===== src/rtl/anim_sequencer.sv =====
// anim_sequencer
//   Frame-animation controller for a 5x7 LED matrix. Captures up to DEPTH
//   35-bit frames from the picture editor into an internal frame store and
//   plays them back in a loop, showing each frame for DWELL cycles. It also
//   owns the row/column scan of the matrix.
//
// Ports
//   CLOCK_50   in   system clock
//   rst        in   asynchronous, active-high reset
//   en         in   block enable; when low the matrix is blanked and commands are ignored
//   frame_in   in   editor frame, bit r*7+c = row r, column c, 1 = lit
//   store      in   pulse: append frame_in to the store
//   clear      in   pulse: empty the store (contents are kept, count drops to 0)
//   play       in   pulse: toggle between play and stop
//   row        out  one-hot row select, active-high (registered)
//   column     out  column data for the selected row, active-high (registered)
//   frame_idx  out  index of the frame currently displayed
//   count      out  number of frames stored
//   playing    out  high while in the PLAY state
module anim_sequencer #(
  parameter int DEPTH    = 8,           // power of two, 2..16
  parameter int DWELL    = 25_000_000,  // cycles each frame is shown while playing
  parameter int SCAN_DIV = 50_000,      // cycles each row stays selected
  localparam int IDX_W   = $clog2(DEPTH),
  localparam int CNT_W   = IDX_W + 1
) (
  input  logic             CLOCK_50,
  input  logic             rst,
  input  logic             en,
  input  logic [34:0]      frame_in,
  input  logic             store,
  input  logic             clear,
  input  logic             play,
  output logic [4:0]       row,
  output logic [6:0]       column,
  output logic [IDX_W-1:0] frame_idx,
  output logic [CNT_W-1:0] count,
  output logic             playing
);

  localparam int DW_W = (DWELL > 1) ? $clog2(DWELL) : 1;
  localparam int SC_W = (SCAN_DIV > 1) ? $clog2(SCAN_DIV) : 1;

  localparam logic [DW_W-1:0]  DWELL_LAST = DW_W'(DWELL - 1);
  localparam logic [SC_W-1:0]  SCAN_LAST  = SC_W'(SCAN_DIV - 1);
  localparam logic [CNT_W-1:0] DEPTH_C    = CNT_W'(DEPTH);

  typedef enum logic [1:0] {
    S_EMPTY,
    S_STOP,
    S_PLAY
  } state_e;

  state_e           state_q,     state_d;
  logic [CNT_W-1:0] count_q,     count_d;
  logic [IDX_W-1:0] frame_idx_q, frame_idx_d;
  logic [DW_W-1:0]  dwell_q,     dwell_d;
  logic [SC_W-1:0]  scan_q,      scan_d;
  logic [2:0]       row_sel_q,   row_sel_d;
  logic [4:0]       row_q,       row_d;
  logic [6:0]       column_q,    column_d;
  logic             playing_q,   playing_d;

  logic [34:0]      frame_mem_q [DEPTH];
  logic             wr_en;
  logic [IDX_W-1:0] wr_addr;
  logic [34:0]      disp;

  // Live editor frame while nothing is stored, otherwise the selected stored frame.
  assign disp = (state_q == S_EMPTY) ? frame_in : frame_mem_q[frame_idx_q];

  always_comb begin
    // NOTE: every signal written here gets a default first so no latch is inferred;
    // blocking assignments are correct in combinational logic.
    state_d     = state_q;
    count_d     = count_q;
    frame_idx_d = frame_idx_q;
    dwell_d     = '0;
    scan_d      = '0;
    row_sel_d   = '0;
    row_d       = '0;
    column_d    = '0;
    wr_en       = 1'b0;
    wr_addr     = count_q[IDX_W-1:0];

    if (en) begin
      // Row scan: each row held SCAN_DIV cycles, rows 0..4 in turn.
      if (scan_q == SCAN_LAST) begin
        scan_d    = '0;
        row_sel_d = (row_sel_q == 3'd4) ? 3'd0 : row_sel_q + 3'd1;
      end else begin
        scan_d    = scan_q + SC_W'(1);
        row_sel_d = row_sel_q;
      end
      row_d    = 5'b00001 << row_sel_q;
      column_d = disp[row_sel_q*7 +: 7];

      // Dwell timer only runs while playing; it wraps the frame index at count-1.
      if (state_q == S_PLAY) begin
        if (dwell_q == DWELL_LAST) begin
          dwell_d     = '0;
          frame_idx_d = ({1'b0, frame_idx_q} == count_q - CNT_W'(1)) ? '0
                                                                     : frame_idx_q + IDX_W'(1);
        end else begin
          dwell_d = dwell_q + DW_W'(1);
        end
      end

      // Commands: clear > store > play. An asserted store masks play even
      // when the store itself is refused (PLAY or full).
      if (clear) begin
        count_d     = '0;
        frame_idx_d = '0;
        state_d     = S_EMPTY;
        dwell_d     = '0;
      end else if (store) begin
        if (state_q != S_PLAY && count_q != DEPTH_C) begin
          wr_en       = 1'b1;
          count_d     = count_q + CNT_W'(1);
          frame_idx_d = count_q[IDX_W-1:0];
          state_d     = S_STOP;
        end
      end else if (play) begin
        case (state_q)
          S_STOP: begin
            state_d = S_PLAY;
            dwell_d = '0;
          end
          S_PLAY: begin
            state_d     = S_STOP;
            frame_idx_d = frame_idx_q;
            dwell_d     = '0;
          end
          default: ;
        endcase
      end
    end

    playing_d = (state_d == S_PLAY);
  end

  // NOTE: sequential state uses non-blocking assignments so every flop samples
  // the pre-edge value of its inputs.
  always_ff @(posedge CLOCK_50 or posedge rst) begin
    if (rst) begin
      state_q     <= S_EMPTY;
      count_q     <= '0;
      frame_idx_q <= '0;
      dwell_q     <= '0;
      scan_q      <= '0;
      row_sel_q   <= '0;
      row_q       <= '0;
      column_q    <= '0;
      playing_q   <= 1'b0;
    end else begin
      state_q     <= state_d;
      count_q     <= count_d;
      frame_idx_q <= frame_idx_d;
      dwell_q     <= dwell_d;
      scan_q      <= scan_d;
      row_sel_q   <= row_sel_d;
      row_q       <= row_d;
      column_q    <= column_d;
      playing_q   <= playing_d;
    end
  end

  // NOTE: the frame store is reset because reset must leave every entry at 0;
  // with DEPTH <= 16 it is built from flops, so the reset costs nothing special.
  always_ff @(posedge CLOCK_50 or posedge rst) begin
    if (rst) begin
      for (int i = 0; i < DEPTH; i++) frame_mem_q[i] <= '0;
    end else if (wr_en) begin
      frame_mem_q[wr_addr] <= frame_in;
    end
  end

  assign row       = row_q;
  assign column    = column_q;
  assign frame_idx = frame_idx_q;
  assign count     = count_q;
  assign playing   = playing_q;

endmodule

===== config.mk =====
export PLATFORM = sky130hd
export DESIGN_NAME = anim_sequencer
export DESIGN_NICKNAME = d
export VERILOG_FILES = /design/src/rtl/anim_sequencer.sv
export SDC_FILE = /design/constraint.sdc
export NUM_CORES = 1
export LEC_CHECK = 0
export CORE_ASPECT_RATIO = 1.25
export CORE_MARGIN = 4
export CORE_UTILIZATION = 55
export DETAILED_ROUTE_END_ITERATION = 10
export PLACE_DENSITY_LB_ADDON = 0.05
export SYNTH_ARGS = -nofsm -noshare
export SYNTH_HDL_FRONTEND = slang
export SYNTH_SLANG_ARGS = --single-unit

===== constraint.sdc =====
create_clock -name CLOCK_50 -period 23.1 [get_ports CLOCK_50]
set_input_delay 4.62 -clock CLOCK_50 [delete_from_list [all_inputs] [get_ports CLOCK_50]]
set_output_delay 4.62 -clock CLOCK_50 [all_outputs]
set_load 0.005 [all_outputs]

Word level (Yosys, flattened, before mapping)
Cells that the tools add are included.

Flip-flop bits (word level): 346. Logic and storage cells: 92.

Add/subtract/negate cells: 6. Reductions and logical operators: 8. Order comparisons: 3. Multiplexer cells: 42. Equal/unequal tests: 11. Bitwise logic cells: 2. Shifts and indexed selects: 2. Multipliers: 1.

Operator list (count): $bwmux 280 (1); $mux 25 (7); $mux 35 (4); $bmux 35 s3 (1); $demux 35 s3 (1); $shiftx 35x7->7 (1); $mux 3 (11); $mux 16 (2); $add 25x1->25 const B (1); $eq 25x25->1 const B (1); $add 16x1->16 const B (1); $eq 16x16->1 const B (1); $mux 4 (3); $mux 2 (5); $ge 4x4->1 const B (2); $ne 4x4->1 const B (2); $not 3->4 (2); $mux 7 (1); $add 3x1->3 const B (2); $mul 3x3->6 const B (1); $mux 5 (1); $shl 1x3->5 const A (1); $add 4x1->4 const B (1); $eq 2x2->1 const B (2); 15 further kinds (20).

Longest topological paths before layout
Gate-level depths: netlist (run 1).

Word-level depth: 9. Mapped depth: 10. Mapped depth without buffers: 7.

Worst setup path before layout (run 1)
OpenSTA, ideal clock, no wires.

Kind: input -> register. Start point: input clear. End point: register frame_mem_q[104] (netlist bit). Data arrival time: 6.140 ns. Cell stages on the path: 6. Setup slack: 16.835 ns. Data required time: 22.975 ns. Library setup time: 0.125 ns. Path buffers: 2. Cell sequence: clkbuf_1 -> nor2_1 -> nand3_4 -> nor3b_4 -> buf_6 -> mux2_2.

Longest elaborated chain between the ends: 2.

RTL lines: start, declared (RTL line 32) `input logic clear,`; $mux 1 (RTL line 111) `if (clear) begin`; $mux 1 (RTL line 86) `if (en) begin`; end signal, assigned by index (RTL line 174) `frame_mem_q[wr_addr] <= frame_in;`; end, declared (RTL line 64) `logic [34:0] frame_mem_q [DEPTH];`.

Every way passes these cells. A chain may end at the register's enable or synchronous reset.

Worst setup path in the final report (run 1)
Start point: input en. End point: register frame_mem_q[105] (netlist bit).

Longest elaborated chain between the ends: 1.

RTL lines: start, declared (RTL line 29) `input logic en,`; $mux 1 (RTL line 86).

Every way passes these cells.

==> metrics.md, run 1 <==
| Metric | Value |
|---|---|
| Outcome | `completed` |
| CP cell instances | `clkdlybuf4s50_1, inv_1, nor2_1, and3_1, nand3_4, mux2_1` |
| CTS tree | `done` |
| GRT Residual Overflow | `0` |
| CTS Hold Bufs | `0` |
| P_int | `1424 µW` |
| Htree depth | `2` |
| HP Start | `scan_q[0]` |
| Root Buffer | `clkbuf_16` |
| Final Max Slew Viols | `0` |
| Crit path kind | `in -> reg` |
| CP max-delay cell | `clkdlybuf4s50_1` |
| Warnings, synthesis | `0` |
| Yosys reg bits | `346` |
| Crit path capture type | `flop` |
| Pwr Total | `1933 µW` |
| Seq/Total Area, Yosys | `0.5157` |
| Worst reg-to-reg setup slack | `19.40 ns` |
| Synth area leader | `dfrtp_1` |
| Arrival @ worst endpoint | `7.98 ns` |
| Worst min path class | `reg -> reg` |
| GR Util met2 | `0.3840` |
| CP max FO | `35` |
| DP Area | `0.01758 mm²` |
| Met1 GRT Util | `0.3344` |
| Syn Inst Count | `1182` |
| Clock skew | `0.02160 ns` |
| R2r startpoint | `frame_idx[0]` |
| Final ANT Viol Nets | `0` |
| Net Sw Power | `508.9 µW` |
| Port bufs | `60` |
| TritonRoute pass-1 iters | `5` |
| Number of enable flip-flop cells after synthesis | `0` |
| Cell area after layout | `0.01885 mm²` |
| Crit path from | `en` |
| Fmax | `0.1318 GHz` |
| Combinational group share of total power | `0.239` |
| Clock Power Share | `0.319` |
| Post-synth top area share | `0.5157` |
| Clock transition at the registers of the reported paths | `0.06 ns` |
| Routability cong. | `0.7959` |
| Clock buffer depth | `3` |
| Final hold vios | `0` |
| Hold path depth | `1` |
| DR vias/cell | `5.940` |
| Number of global-route vias before repair | `10280` |
| Post-synthesis cell type count | `63` |
| Layout cells sized above 1 | `0.3450` |
| Switching Share | `0.2633` |
| Min Tclk post-route | `7.587 ns` |
| DRC viols | `0` |
| Fin crit share | `0.3285` |
| Async SR Flop Fraction | `1.000` |
| Core Region | `0.03012 mm²` |
| Antenna violations before repair | `2` |
| Mean Syn Cell Area | `14.20 µm²` |
| Initial DRC count | `665` |
| P&R area growth vs syn | `12.27%` |
| # Post-CTS Setup Buffers | `0` |
| GRT Total Usage | `0.2342` |
| Leak pwr | `0.008528 µW` |
| Max cap viols | `0` |
| Worst slew pin tran | `1.056 ns` |
| Largest net degree at the start of global routing | `123` |
| Startpoint type of the worst setup path | `input port` |
| Nets | `1282` |
| Total CTS buffers | `36` |
| Vias | `9842` |
| RSZ-0062 raised after global routing | `no` |
| Top post-synthesis cells by area | `dfrtp_1 52%, mux2_2 13%, mux4_2 9.3%, mux2_4 7.5%, nor2_1 1.3%` |
| Core Util, Final | `0.6259` |
| Hold Crit Endpoint | `scan_q[0]` |
| Slew headroom | `0.2921` |
| Hpwl dp | `22620 µm` |
| Die Y | `203.3 µm` |
| Share of power burned in registers | `0.442` |
| Final setup fails | `0` |
| Post-cts sizing count | `0` |
| Rows | `71` |
| M3 GR Usage | `0.03679` |
| Total negative slack | `0 ns` |
| Busiest layer in global routing | `met2` |
| CP required | `23.50 ns` |
| Dominant synthesized flop cell | `dfrtp_1` |
| Clk_lat worst skew | `0.53 ns` |
| Initial core utilization | `0.5575` |
| Power per standard cell area | `102.6 mW/mm²` |
| Die Footprint | `0.03340 mm²` |
| First-pass GRT wire length | `60580 µm` |
| R2r endpoint | `column[2]` |
| Crit-path max cell delay | `0.79 ns` |
| Drt wl/cell | `22.81 µm` |
| WL final | `37800 µm` |
| Maximum vdd drop | `0.00006556 V` |
| Die X | `164.3 µm` |
| Clk sinks | `346` |
| Syn_nets | `1235` |
| Post-Syn Area | `0.01679 mm²` |
| Reg2reg path depth | `7` |
| I/O Pins | `61` |
[per-layer routing]
| metal | vias to the layer above | part of all wire |
|---|---|---|
| met5 | - | 0.00026 |
| met2 | 195 | 0.49 |
| met3 | 42 | 0.042 |
| met1 | 5182 | 0.45 |
| li1 | 4421 | - |
| met4 | 2 | 0.017 |
[flip-flops by register name, indices dropped and copies added (netlist names)]
| name | flops |
|---|---|
| row | 5 |
| row_sel_q | 3 |
| count | 4 |
| playing | 1 |
| scan_q | 16 |
| state_q | 2 |
| dwell_q | 25 |
| frame_idx | 3 |
| frame_mem_q | 280 |
| column | 7 |
[worst max-delay path: cells and delay by family]
family / cells / cell delay, ns
AND/OR/NAND/NOR: 3 / 1.59
multiplexers: 1 / 0.59
buffers and inverters: 2 / 1.14
[cell usage after synthesis, drive strengths merged (18+ instances only)]
| master | number |
|---|---|
| inv | 20 |
| o21ai | 18 |
| dfrtp | 346 |
| clkbuf | 18 |
| mux4 | 69 |
| nand2 | 57 |
| mux2 | 283 |
| nor2 | 60 |
| buf | 47 |
| nand3 | 37 |
| xnor2 | 23 |
| mux2i | 20 |
[power by group through the flow]
| stage | clock [µW] | sequential [µW] | combinational, µW |
|---|---|---|---|
| 6_report | 616 | 855 | 462 |
| 5_1_grt | 657 | 873 | 505 |
| 4_1_cts | 631 | 854 | 469 |
| 3_5_place_dp | 0 | 862 | 468 |
| 3_3_place_gp | 0 | 858 | 458 |
| 2_1_floorplan | 0 | 826 | 378 |
[cells in the final DEF (no fill, tap or decap), drive strengths merged, types with 4 or more instances in the layout]
cell type	instances
a211oi	5
a21oi	12
a22oi	8
a2bb2oi	5
and2	9
and3	10
buf	14
bufinv	5
clkbuf	53
clkdlybuf4s50	60
clkinv	4
dfrtp	346
ha	12
inv	22
mux2	283
mux2i	20
mux4	69
nand2	57
nand2b	5
nand3	37
nand4	13
nor2	60
nor2b	10
nor3	15
nor4	9
o21ai	18
o22ai	9
or3	4
xnor2	23
xor2	17
[worst max-delay path by stage]
stage / end / cells after the start
after CTS: frame_mem_q[105] / 6
after floorplan: column[0] / 1
final: frame_mem_q[105] / 6
after global routing: frame_mem_q[105] / 6
after detailed placement: frame_mem_q[128] / 6
after global placement: frame_mem_q[105] / 6
[stage by stage]
stage          setup slack (ns)  std cells  hold WS (ns)
6_report                  15.51       1657        0.4503
5_1_grt                   15.36       1657        0.4575
4_1_cts                   15.59       1656        0.4524
3_5_place_dp              15.04       1592        0.4444
3_3_place_gp              15.12       1592        0.4449
2_1_floorplan             8.887       1182        0.4245
[cells by family after synthesis]
family / after synthesis / share of synthesized area
XOR/XNOR: 40 / 0.02087
adder cells (fa/ha/maj): 12 / 0.008942
multiplexers: 372 / 0.3131
flip-flops: 346 / 0.5157
buffers and inverters: 85 / 0.03026
AND/OR/NAND/NOR: 249 / 0.07996
AO/OA/AOI/OAI: 78 / 0.03123
[area by class of cell]
cell class	count	area (µm²)
well taps	401	501.7
flip-flops and latches	346	8665
inverters	20	82.58
multi-input cells	751	7629
clock inverters	11	187.7
fillers	2313	11270
repair buffers	74	705.7
diodes	1	2.502
clock buffers	53	1076
(Power assumes the default switching activity.)
==> run 2, diff against run 1 <==
==> constraint.sdc (replaced) <==
create_clock -name CLOCK_50 -period 7.88 [get_ports CLOCK_50]
set_input_delay 1.576 -clock CLOCK_50 [delete_from_list [all_inputs] [get_ports CLOCK_50]]
set_output_delay 1.576 -clock CLOCK_50 [all_outputs]
set_load 0.005 [all_outputs]
==> metrics.md, run 2 (synthesis gave the netlist of run 1 again) <==
| Metric | Value |
|---|---|
| Crit path kind | `in -> reg` |
| Reg2reg path depth | `7 (unchanged)` |
| DR vias/cell | `6.001 (+1.0%)` |
| Startpoint type of the worst setup path | `input port` |
| Antenna violations before repair | `0 (-2)` |
| Post-cts sizing count | `0 (unchanged)` |
| CP max-delay cell | `clkdlybuf4s50_1` |
| Leak pwr | `0.008495 µW (-0.38%)` |
| P&R area growth vs syn | `11.87%` |
| Die X | `164.3 µm (unchanged)` |
| Final hold vios | `0 (unchanged)` |
| Crit-path max cell delay | `0.78 ns (about the same)` |
| Drt wl/cell | `23.37 µm (+2.4%)` |
| # Post-CTS Setup Buffers | `0 (unchanged)` |
| Vias | `9925 (+0.84%)` |
| Outcome | `completed` |
| Power per standard cell area | `296.5 mW/mm² (+190%)` |
| Rows | `71 (unchanged)` |
| Die Y | `203.3 µm (unchanged)` |
| Core Region | `0.03012 mm² (unchanged)` |
| Worst min path class | `reg -> reg` |
| Layout cells sized above 1 | `0.3456 (+0.0005507)` |
| Number of antenna diodes | `0 (-1)` |
| Root Buffer | `clkbuf_16` |
| Max cap viols | `0 (unchanged)` |
| Fillers | `2340 (+1.2%)` |
| Hpwl dp | `23300 µm (+3.0%)` |
| Initial core utilization | `0.5575 (unchanged)` |
| Most frequent cells in the layout | `343 x dfrtp_1, 192 x mux2_2, 84 x mux2_4, 69 x mux4_2, 60 x clkdlybuf4s50_1` |
| DRC viols | `0 (unchanged)` |
| Maximum vdd drop | `0.0002953 V (+350%)` |
| WL final | `38650 µm (+2.3%)` |
| Largest reg by FF count | `frame_mem_q` |
| Arrival @ worst endpoint | `4.93 ns (-3.05 ns)` |
| Pwr Total | `5569 µW (+190%)` |
| Clock transition at the registers of the reported paths | `0.06 ns (about the same)` |
| Slew headroom | `0.2543 (-0.03785)` |
| Fmax | `0.2199 GHz` |
| Htree depth | `2 (unchanged)` |
| Total CTS buffers | `37 (+2.8%)` |
| Routability cong. | `0.7708 (-3.2%)` |
| Hold path depth | `1 (unchanged)` |
| Die Footprint | `0.03340 mm² (unchanged)` |
| CP required | `8.27 ns (-15.23 ns)` |
| CTS Hold Bufs | `0 (unchanged)` |
| Clk sinks | `346 (unchanged)` |
| Number of global-route vias before repair | `10460 (+1.7%)` |
| Clock buffer depth | `3 (unchanged)` |
| Worst hold slack | `0.4582 ns (+0.007855 ns)` |
| I/O Pins | `61 (unchanged)` |
| Worst slew pin tran | `1.113 ns (+0.05647 ns)` |
| Commonest non-fill, non-tap cell in the layout | `dfrtp_1` |
| Largest net degree at the start of global routing | `154 (+25%)` |
| Total negative slack | `0 ns (unchanged)` |
| Clk_lat worst skew | `0.51 ns (-0.02 ns)` |
| GRT Residual Overflow | `0 (unchanged)` |
| CP max FO | `35 (unchanged)` |
| Final ANT Viol Nets | `0 (unchanged)` |
| TritonRoute pass-1 iters | `5 (unchanged)` |
| Final Max Slew Viols | `0 (unchanged)` |
| Min Tclk post-route | `4.548 ns` |
| GRT Total Usage | `0.2377 (+0.003528)` |
| CP cell instances | `clkdlybuf4s50_1, inv_1, nor2_1, and3_1, nand3b_4, mux2_4` |
| Final setup fails | `0 (unchanged)` |
| Clock skew | `0.01504 ns (-0.006556 ns)` |
| Initial DRC count | `475 (-29%)` |
| Largest regs | `frame_mem_q (280), dwell_q (25), scan_q (16)` |
| First-pass GRT wire length | `61540 µm (+1.6%)` |
| CTS tree | `done` |
| RSZ-0062 raised after global routing | `no` |
| Largest register FFs | `280 (unchanged)` |
| Fin crit share | `0.5771` |
| Nets | `1286 (+0.31%)` |
| Port bufs | `60 (unchanged)` |
| Crit path capture type | `flop` |
## run 2: worst paths after layout
path / from / endpoint / slack, ns
setup reg to reg: count[1] / frame_mem_q[191] / 4.21
hold reg to reg: scan_q[0] / scan_q[0] / 0.46
min in group asynchronous: rst / row_sel_q[0] / 1.40
hold / removal: scan_q[0] / scan_q[0] / 0.46
setup / recovery: en / frame_mem_q[191] / 3.33
max in group asynchronous: rst / frame_mem_q[26] / 4.72
## run 2: cell type report
class                   instances  area (µm²)  share of cell area
clock buffers                  49        1041             0.05542
clock inverters                10       127.6            0.006795
inverters                      20       78.83            0.004197
multi-input cells             751        7629              0.4061
flip-flops and latches        346        8665              0.4613
well taps                     401       501.7             0.02671
repair buffers                 77       740.7             0.03944
## run 2: power by group
group          total [µW]  internal [µW]  switching [µW]  leakage (µW)
Clock                1700           1020             686      0.000578
Sequential           2510           2230             276       0.00459
Combinational        1350            831             523       0.00332
## run 2: metrics by stage
| step | area [µm²] | std cells | setup WS (ns) | util |
|---|---|---|---|---|
| 5_1_grt | 18780 | 1654 | 3.221 | 0.6237 |
| 3_5_place_dp | 17610 | 1595 | 2.848 | 0.5849 |
| 4_1_cts | 18780 | 1654 | 3.392 | 0.6237 |
| 6_report | 18780 | 1654 | 3.332 | 0.6237 |
| 3_3_place_gp | 17610 | 1595 | 2.961 | 0.5849 |
| 2_1_floorplan | 16790 | 1182 | 1.674 | - |
## run 2: metal layers
metal / GRT usage / up-vias / routed length, µm
li1: - / 4437 / -
met1: 0.3385 / 5265 / 17420
met2: 0.3920 / 171 / 18980
met3: 0.03295 / 52 / 1494
met4: 0.05544 / 0 / 758
met5: 0 / - / 0
## run 2: worst max-delay path, delay by kind of cell
family,cells,cell delay (ns)
buffers and inverters,2,1.12
and+or+nand+nor,3,1.61
muxes,1,0.58
